## src/rtl/hazard_unit.sv

```systemverilog
// hazard_unit: load-use stall, ID operand forwarding and branch flush
// control for the 5-stage RV32I pipeline.
module hazard_unit #(
  parameter int REG_W = 5
) (
  input  logic             clk,
  input  logic             rst_n,
  input  logic [1:0]       hazard_optype_ID,
  input  logic [REG_W-1:0] rd_ID,
  input  logic [REG_W-1:0] rs1_ID,
  input  logic [REG_W-1:0] rs2_ID,
  input  logic             rs1use_ID,
  input  logic             rs2use_ID,
  input  logic             RegWrite_ID,
  input  logic             Branch_ID,
  output logic [1:0]       forward_ctrl_A,
  output logic [1:0]       forward_ctrl_B,
  output logic             forward_ctrl_ls,
  output logic             PC_EN_IF,
  output logic             reg_FD_EN,
  output logic             reg_FD_flush,
  output logic             reg_DE_flush
);

  localparam logic [1:0] OP_NONE  = 2'b00;
  localparam logic [1:0] OP_ALU   = 2'b01;
  localparam logic [1:0] OP_LOAD  = 2'b10;
  localparam logic [1:0] OP_STORE = 2'b11;

  localparam logic [1:0] FW_RF  = 2'b00;
  localparam logic [1:0] FW_EXA = 2'b01;
  localparam logic [1:0] FW_MEA = 2'b10;
  localparam logic [1:0] FW_MEL = 2'b11;

  typedef struct packed {
    logic [1:0]       op;
    logic [REG_W-1:0] rd;
    logic [REG_W-1:0] rs2;
    logic             wr;
  } ex_rec_t;

  typedef struct packed {
    logic [1:0]       op;
    logic [REG_W-1:0] rd;
    logic             wr;
  } mem_rec_t;

  ex_rec_t  ex_q;
  mem_rec_t mem_q;

  logic ex_ld;
  logic hit1_ld;
  logic hit2_ld;
  logic stall;

  function automatic logic [1:0] fwd_sel(
    input logic             used,
    input logic [REG_W-1:0] rs,
    input ex_rec_t          ex,
    input mem_rec_t         mem
  );
    logic ex_hit;
    logic mem_hit;
    ex_hit  = ex.wr && (ex.rd != '0) && (ex.rd == rs);
    mem_hit = mem.wr && (mem.rd != '0) && (mem.rd == rs);
    fwd_sel = FW_RF;
    // a matching EX load is never forwarded; it stalls or waits in MEM
    if (!used)
      fwd_sel = FW_RF;
    else if (ex_hit && ex.op == OP_ALU)
      fwd_sel = FW_EXA;
    else if (ex_hit && ex.op == OP_LOAD)
      fwd_sel = FW_RF;
    else if (mem_hit && mem.op == OP_ALU)
      fwd_sel = FW_MEA;
    else if (mem_hit && mem.op == OP_LOAD)
      fwd_sel = FW_MEL;
  endfunction

  always_comb begin
    ex_ld   = (ex_q.op == OP_LOAD) && ex_q.wr
              && (ex_q.rd != '0);
    hit1_ld = rs1use_ID && (rs1_ID == ex_q.rd);
    hit2_ld = rs2use_ID && (rs2_ID == ex_q.rd)
              && (hazard_optype_ID != OP_STORE);
    stall   = ex_ld && (hit1_ld || hit2_ld);
  end

  always_comb begin
    forward_ctrl_A  = fwd_sel(rs1use_ID, rs1_ID, ex_q, mem_q);
    forward_ctrl_B  = fwd_sel(rs2use_ID, rs2_ID, ex_q, mem_q);
    forward_ctrl_ls = (ex_q.op == OP_STORE)
                      && (mem_q.op == OP_LOAD)
                      && mem_q.wr
                      && (mem_q.rd != '0)
                      && (mem_q.rd == ex_q.rs2);
    PC_EN_IF        = ~stall;
    reg_FD_EN       = ~stall;
    reg_DE_flush    = stall;
    reg_FD_flush    = Branch_ID & ~stall;
  end

  always_ff @(posedge clk or negedge rst_n) begin
    if (!rst_n) begin
      ex_q  <= '0;
      mem_q <= '0;
    end else begin
      mem_q.op <= ex_q.op;
      mem_q.rd <= ex_q.rd;
      mem_q.wr <= ex_q.wr;
      if (stall) begin
        ex_q.op  <= OP_NONE;
        ex_q.rd  <= '0;
        ex_q.rs2 <= '0;
        ex_q.wr  <= 1'b0;
      end else begin
        ex_q.op  <= hazard_optype_ID;
        ex_q.rd  <= rd_ID;
        ex_q.rs2 <= rs2_ID;
        ex_q.wr  <= RegWrite_ID;
      end
    end
  end

endmodule

```

## config.mk

```make
export PLATFORM = sky130hd
export DESIGN_NAME = hazard_unit
export DESIGN_NICKNAME = d
export VERILOG_FILES = /design/src/rtl/hazard_unit.sv
export SDC_FILE = /design/constraint.sdc
export NUM_CORES = 1
export LEC_CHECK = 0
export ABC_AREA = 1
export CAP_MARGIN = 5
export CORE_UTILIZATION = 25
export CTS_BUF_LIST = sky130_fd_sc_hd__clkbuf_4
export CTS_CLUSTER_SIZE = 28
export DETAILED_ROUTE_END_ITERATION = 8
export GPL_TIMING_DRIVEN = 1
export SLEW_MARGIN = 30
export SYNTH_ARGS = -nofsm -noshare
export SYNTH_HDL_FRONTEND = slang
export SYNTH_SLANG_ARGS = --single-unit
```

## constraint.sdc

```tcl
create_clock -name clk -period 1.67 [get_ports clk]
set_input_delay 0.334 -clock clk [delete_from_list [all_inputs] [get_ports clk]]
set_output_delay 0.334 -clock clk [all_outputs]
set_load 0.02 [all_outputs]
```

==> results.md, run 1 <==
- Vias per inst: 4.14
- Syn_area_per_cell: 8.84 µm²
- Worst slack, placed: -0.884 ns
- Congestion Overflow GR: 0
- CTS Sinks: 21
- Vias in the first global route: 1124
- Min-Delay Path Class: in -> async
- Clock transition at path regs: 0.12 ns
- Num rows: 25
- Reg2reg start: ex_q[7]
- Diodes inserted: 0
- Synthesis warning total: 0
- Hold Slack: 0.363 ns
- Pre-antenna DRT Iters: 4
- Synth cell types: 28
- Count of max-cap constraint violations: 0
- DRC violations left: 0
- Largest net degree at the start of global routing: 22
- R2r endpoint: ex_q[6]
- Fmax achieved: 490 MHz
- Relative slew slack: 81.6%
- Measured slew at the worst slew-check pin: 0.276 ns
- Critical path class: reg -> out
- WL final: 2980 µm
- Initial Util: 26.6%
- Failing checks: setup timing
- Peak fanout along the critical path: 4
- Reg2Reg Setup Slack: 0.14 ns
- Final worst path period share: 122%
- CP arrival: 1.71 ns
- Synth top area share: 41.0%
- Final Setup Violations: 9
- Reg2reg path depth: 8
- Worst Clk Skew: 0.0101 ns
- Post-Syn Area: 1280 µm²
- FF+latch count, synth: 21
- Root Buffer: clkbuf_4
- Via Count: 1106
- Synth-to-Final Area Change: 50.7%
- CTS tree: done
- Post-layout net count: 224
- PortBufs: 31
- Gpl congestion: 0.777
- Final Worst Setup Slack: -0.371 ns
- Chip Height: 73.6 µm
- Tot Pwr: 1110 µW
- Largest cells by area after synthesis: dfrtp_1 (41%), xor2_1 (8.2%), a21boi_2 (7.9%)
- RSZ-0062 raised after global routing: yes
- Critical Path End Type: output port
- Fin. max-slew vios: 0
- Clk buf depth: 2
- Placed instance area: 1780 µm²
- Syn Nets: 168
- LEAKAGE: 0.000885 µW
- CP required: 1.34 ns
- Die area: 5420 µm²
- Skew-Pair Late Insertion Delay: 0.31 ns
- Finished layout cell area: 1930 µm²
- Antenna violations before repair: 0
- Yosys top cell by area: dfrtp_1
- GRT Util Overall: 12.1%
- Core area: 4820 µm²
- Detail Placement HPWL: 2310 µm
- Number of routed nets with antenna violations: 0
- Post-synthesis cell count: 145
- Final hold viol count: 0
- Part of the Yosys area used for sequential elements: 41.0%
- Power per cell area: 576 nW/µm²
- CTS Hold Bufs: 0
- Post-route minimum period: 2.04 ns
- Initial DRC Count: 34
- Layout cell share with drive strength beyond 1: 38.0%
- Finished Core Util: 40.1%
- CP Launch Type: register
- Status: complete, but fails checks
- First-pass GRT wire length: 5060 µm
- Die width: 73.6 µm
- I/O pins: 32
- CTS H-tree lvls: 1
- Routed len/inst: 11.2 µm
- Max VDD drop: 0.000325 V
- Clock buffer count from CTS: 3
-- critical path: stages, from the launching register on --
cell     delay [ns]
dfrtp_2        0.49
xnor2_2        0.17
nand2_1        0.09
nor2_2         0.10
nand2_1        0.07
nor2_2         0.12
nand2_1        0.07
nand2_1        0.07
nand2_2        0.07
buf_2          0.16
-- area by class of cell --
class	count	area (µm²)
Timing Repair Buffer	54	479
Clock buffer	4	30.0
Multi-Input combinational cell	104	744
Sequential cell	21	529
Inverter	17	63.8
Tap cell	67	83.8
Fill cell	520	2890
-- worst max path at each step --
| stage | start | end | slack [ns] | cells past startpoint |
|---|---|---|---|---|
| after CTS | ex_q[7] | reg_FD_flush | -0.39 | 8 |
| after detailed placement | rs2_ID[0] | reg_DE_flush | -0.88 | 11 |
| after floorplan | ex_q[9] | reg_FD_flush | 0.03 | 5 |
| final | ex_q[6] | PC_EN_IF | -0.37 | 9 |
| after global routing | ex_q[6] | reg_DE_flush | -0.50 | 10 |
| after global placement | rs2_ID[0] | forward_ctrl_B[0] | -0.88 | 9 |
-- flip-flops by register name, indices dropped and copies added (netlist names) --
name / flops
ex_q: 13
mem_q: 8
-- Yosys cell counts --
cell type and n:
xor2_1 12, o22ai_1 1, nand4_1 4, nor2_2 5, buf_4 1, a21boi_2 9
inv_1 16, nand3_2 2, nor2_1 19, buf_12 1, a211oi_1 1, a22o_1 1
a21oi_2 2, a21oi_1 2, dfrtp_1 21, nand3b_1 1, nand3_1 6, xnor2_1 6
inv_2 1, nand2_1 21, nor4_1 1, a21boi_0 4, nor2_4 1, and3_1 1
o21ai_0 3, nand2_4 1, nand2_2 1, clkbuf_2 1
-- repair_timing --
| action | in CTS | in global routing |
|---|---|---|
| resized for setup | 60 | 23 |
| pin swaps | 12 | 12 |
| buffers inserted | 5 | 1 |
| setup endpoints to repair | 12 | 22 |
-- stage by stage --
stage	TNS, ns	std cells
2_1_floorplan	0	145
3_3_place_gp	-10.81	258
3_5_place_dp	-10.69	258
4_1_cts	-3.08	266
5_1_grt	-4.09	267
6_report	-3.02	267
-- logic make-up (layout without fill, tap and decap cells) --
family                    count (synthesis)  count (layout)  synth area share, %
xor gates and xnor gates                 18              18                 12.3
and+or+nand+nor                          63              63                 23.8
DFF                                      21              21                 41.0
buffers and inverters                    20              75                 7.52
AOI/OAI and AO/OA                        23              23                 15.3
-- cells in the final DEF, fill, tap and decap left out, types with 6 or more instances in the layout --
cell type	Yosys	routed
a21boi_2	9	10
nand2_1	21	18
clkdlybuf4s50_1	0	15
buf_4	1	24
nor2_1	19	19
inv_1	16	15
dfrtp_1	21	18
nand3_1	6	6
dlygate4sd2_1	0	7
xor2_1	12	11
buf_6	0	6
-- where the power goes --
part / switching (µW) / internal [µW] / total, µW
logic: 132 / 151 / 284
registers: 27.2 / 536 / 563
clock network: 155 / 109 / 265
-- layer usage --
metal  share of wire [%]  up-vias  track usage (%)
li1                    -      575                -
met1                  48      505             16.0
met2                  47       24             20.6
met3                 3.7        2             3.02
met4                0.37        0             1.28
met5                   0        -                0
Power figures use the tool's default switching activity.
==> run 2: changes to the inputs <==
--- a/config.mk
+++ b/config.mk
@@ -7,11 +7,14 @@
 export LEC_CHECK = 0
 export ABC_AREA = 1
 export CAP_MARGIN = 5
+export CELL_PAD_IN_SITES_DETAIL_PLACEMENT = 1
+export CELL_PAD_IN_SITES_GLOBAL_PLACEMENT = 2
 export CORE_UTILIZATION = 25
 export CTS_BUF_LIST = sky130_fd_sc_hd__clkbuf_4
 export CTS_CLUSTER_SIZE = 28
 export DETAILED_ROUTE_END_ITERATION = 8
 export GPL_TIMING_DRIVEN = 1
+export PLACE_DENSITY_LB_ADDON = 0.1
 export SLEW_MARGIN = 30
 export SYNTH_ARGS = -nofsm -noshare
 export SYNTH_HDL_FRONTEND = slang
==> constraint.sdc (replaced) <==
create_clock -name clk -period 1.67 [get_ports clk]
set_input_delay 0.2505 -clock clk [delete_from_list [all_inputs] [get_ports clk]]
set_output_delay 0.2505 -clock clk [all_outputs]
set_load 0.02 [all_outputs]
==> run 2 against run 1 <==
  * Wire length rose by 23%
  * Sequential power hardly changed
  * First-iteration DRC count grew 15%
  * Largest cell class unchanged
  * Setup slack improved by 0.026 ns
  * Die area did not move
  * Count of clock-buffer cells in the layout did not move
  * Clock power grew 3%
  * Utilization is 0.10 points lower
  * Sequential share of layout area rose by 0.27 points
  * The run still ends with setup timing left
  * Via count increased by 5.3%
==> results.md, run 2 (same netlist as run 1, synthesis figures left out) <==
- Status: complete, but fails checks
- Failing checks: setup timing
- WL final: 3660 µm
- Biggest regs: ex_q (13), mem_q (8)
- LEAKAGE: 0.000868 µW
- Top Metal Used: met4
- DP Cell Count: 259
- Pre-antenna DRT Iters: 4
- Max FFs per register: 13
- Comb pwr share: 25.6%
- Hold Slack: 0.283 ns
- Clk pwr share: 24.2%
- Met1 WL: 1610 µm
- Critical-path cell list: inv_2, nand2_1, nand2_1, nand2_1, nor2_1, nand3_1, nor2_1, nand2_1, a21oi_2, buf_6
- # fillers: 580
- CTS tree: done
- Largest net degree at the start of global routing: 22
- Relative slew slack: 80.3%
- First-pass GRT wire length: 6210 µm
- Num rows: 25
- DRC violations left: 0
- Commonest non-fill, non-tap cells in the layout: clkdlybuf4s50_1 (22), buf_4 (22), nor2_1 (19), nand2_1 (18), dfrtp_1 (15)
- I/O pins: 32
- Die width: 73.6 µm
- RSZ-0062 raised after global routing: yes
- Reg2Reg Setup Slack: 0.13 ns
- CTS Hold Bufs: 0
- TNS Setup: -2.60 ns
- Critical path class: reg -> out
- Post-route minimum period: 2.02 ns
- Fmax achieved: 496 MHz
- Core area: 4820 µm²
- CTS H-tree lvls: 1
- Met2 WL post-DR: 1940 µm
- Most frequent CP cell: nand2_1
- Initial Util: 26.6%
- Root Buffer: clkbuf_4
- Skew-Pair Late Insertion Delay: 0.31 ns
- Congestion Overflow GR: 0
- Final Worst Setup Slack: -0.345 ns
- Clock buffer count from CTS: 3
- Int Pwr: 802 µW
- Diodes inserted: 0
- Biggest register: ex_q
- Max VDD drop: 0.000342 V
- PortBufs: 31
- Reg2reg path depth: 8
- R2r endpoint: ex_q[12]
- Reg2reg start: ex_q[7]
- Max incr delay on CP: 0.46 ns
- Switching share of power: 28.9%
- Vias in the first global route: 1320
- Gpl congestion: 0.765
- Routed len/inst: 13.7 µm
- Peak fanout along the critical path: 4
- Met3 wire length: 96 µm
- CP arrival: 1.76 ns
- Tot Pwr: 1130 µW
- Fin. max-slew vios: 0
- Min-Delay Path Class: in -> async
- Post-layout net count: 225
- GRT Util Overall: 15.5%
- CP max-delay cell: dfrtp_2
- Final worst path period share: 121%
- Power per cell area: 586 nW/µm²
- Worst Clk Skew: 0.00223 ns
- Final Instance Count excl. Fillers: 268
- Clk buf depth: 2
- Initial DRC Count: 39
- Antenna violations before repair: 0
- Critical Path End Type: output port
- CTS Sinks: 21
- CP required: 1.42 ns
- Vias per inst: 4.35
- Measured slew at the worst slew-check pin: 0.295 ns
- Number of routed nets with antenna violations: 0
- CP Launch Type: register
- Via Count: 1165
- Layout cell share with drive strength beyond 1: 38.8%
- Final hold viol count: 0
- Clock transition at path regs: 0.12 ns
- Seq pwr share: 50.2%
- Synth-to-Final Area Change: 50.3%
- NetSw: 326 µW
- Die area: 5420 µm²
- Count of max-cap constraint violations: 0
- Chip Height: 73.6 µm
- Final Setup Violations: 9
- Detail Placement HPWL: 2860 µm
## run 2: cell types whose count changed in the layout (fill, tap and decap cells not counted), moves of 2 or more
cell	previous run	this run
buf_6	6	9
clkdlybuf4s50_1	15	22
inv_2	2	5
inv_1	15	12
dfrtp_1	18	15
dlygate4sd2_1	7	0
dfrtp_2	3	6
buf_4	24	22
## run 2: what timing repair did
action | in CTS | in global routing
endpoints found under the setup margin | 22 | 22
buffers inserted | 2 | 3
pin swaps | 7 | 10
resized for setup | 69 | 8
## run 2: worst max-delay path by stage
stage / to / start
final: forward_ctrl_A[0] / mem_q[2]
after global routing: forward_ctrl_A[1] / mem_q[2]
after CTS: forward_ctrl_A[0] / mem_q[2]
after detailed placement: forward_ctrl_A[0] / rs1_ID[1]
after global placement: forward_ctrl_B[0] / rs2_ID[0]
after floorplan: reg_FD_flush / ex_q[9]
## run 2: area by class of cell
type	count	area (µm²)	share of cell area, %
Timing Repair Buffer	55	507	26.3
Inverter	17	63.8	3.31
Multi-Input combinational cell	104	708	36.8
Tap cell	67	83.8	4.35
Clock buffer	4	30.0	1.56
Sequential cell	21	533	27.7
## run 2: worst max-delay path, delay by kind of cell, from the launching register on
kind / cells / cell delay, ns
DFF: 1 / 0.46
and+or+nand+nor: 7 / 0.62
buffers and inverters: 2 / 0.23
AOI/OAI and AO/OA: 1 / 0.16
## run 2: per-layer routing
metal	vias up	track usage, %
met2	18	28.8
met1	565	18.4
li1	577	-
met3	5	3.43
met4	0	1.92
met5	-	0
## run 2: power groups by stage
stage	clock [µW]	sequential, µW	combinational [µW]
2_1_floorplan	0	565	125
3_3_place_gp	0	571	255
3_5_place_dp	0	573	261
4_1_cts	283	566	277
5_1_grt	317	571	319
6_report	273	566	289
## run 2: metrics by stage
| step | area, µm² | utilization (%) | setup slack (ns) |
|---|---|---|---|
| floorplan | 1280 | - | 0.113 |
| global placement | 1790 | 37.1 | -0.710 |
| detailed placement | 1790 | 37.1 | -0.781 |
| CTS | 1880 | 39.0 | -0.363 |
| global route | 1930 | 40.0 | -0.519 |
| finish | 1930 | 40.0 | -0.345 |
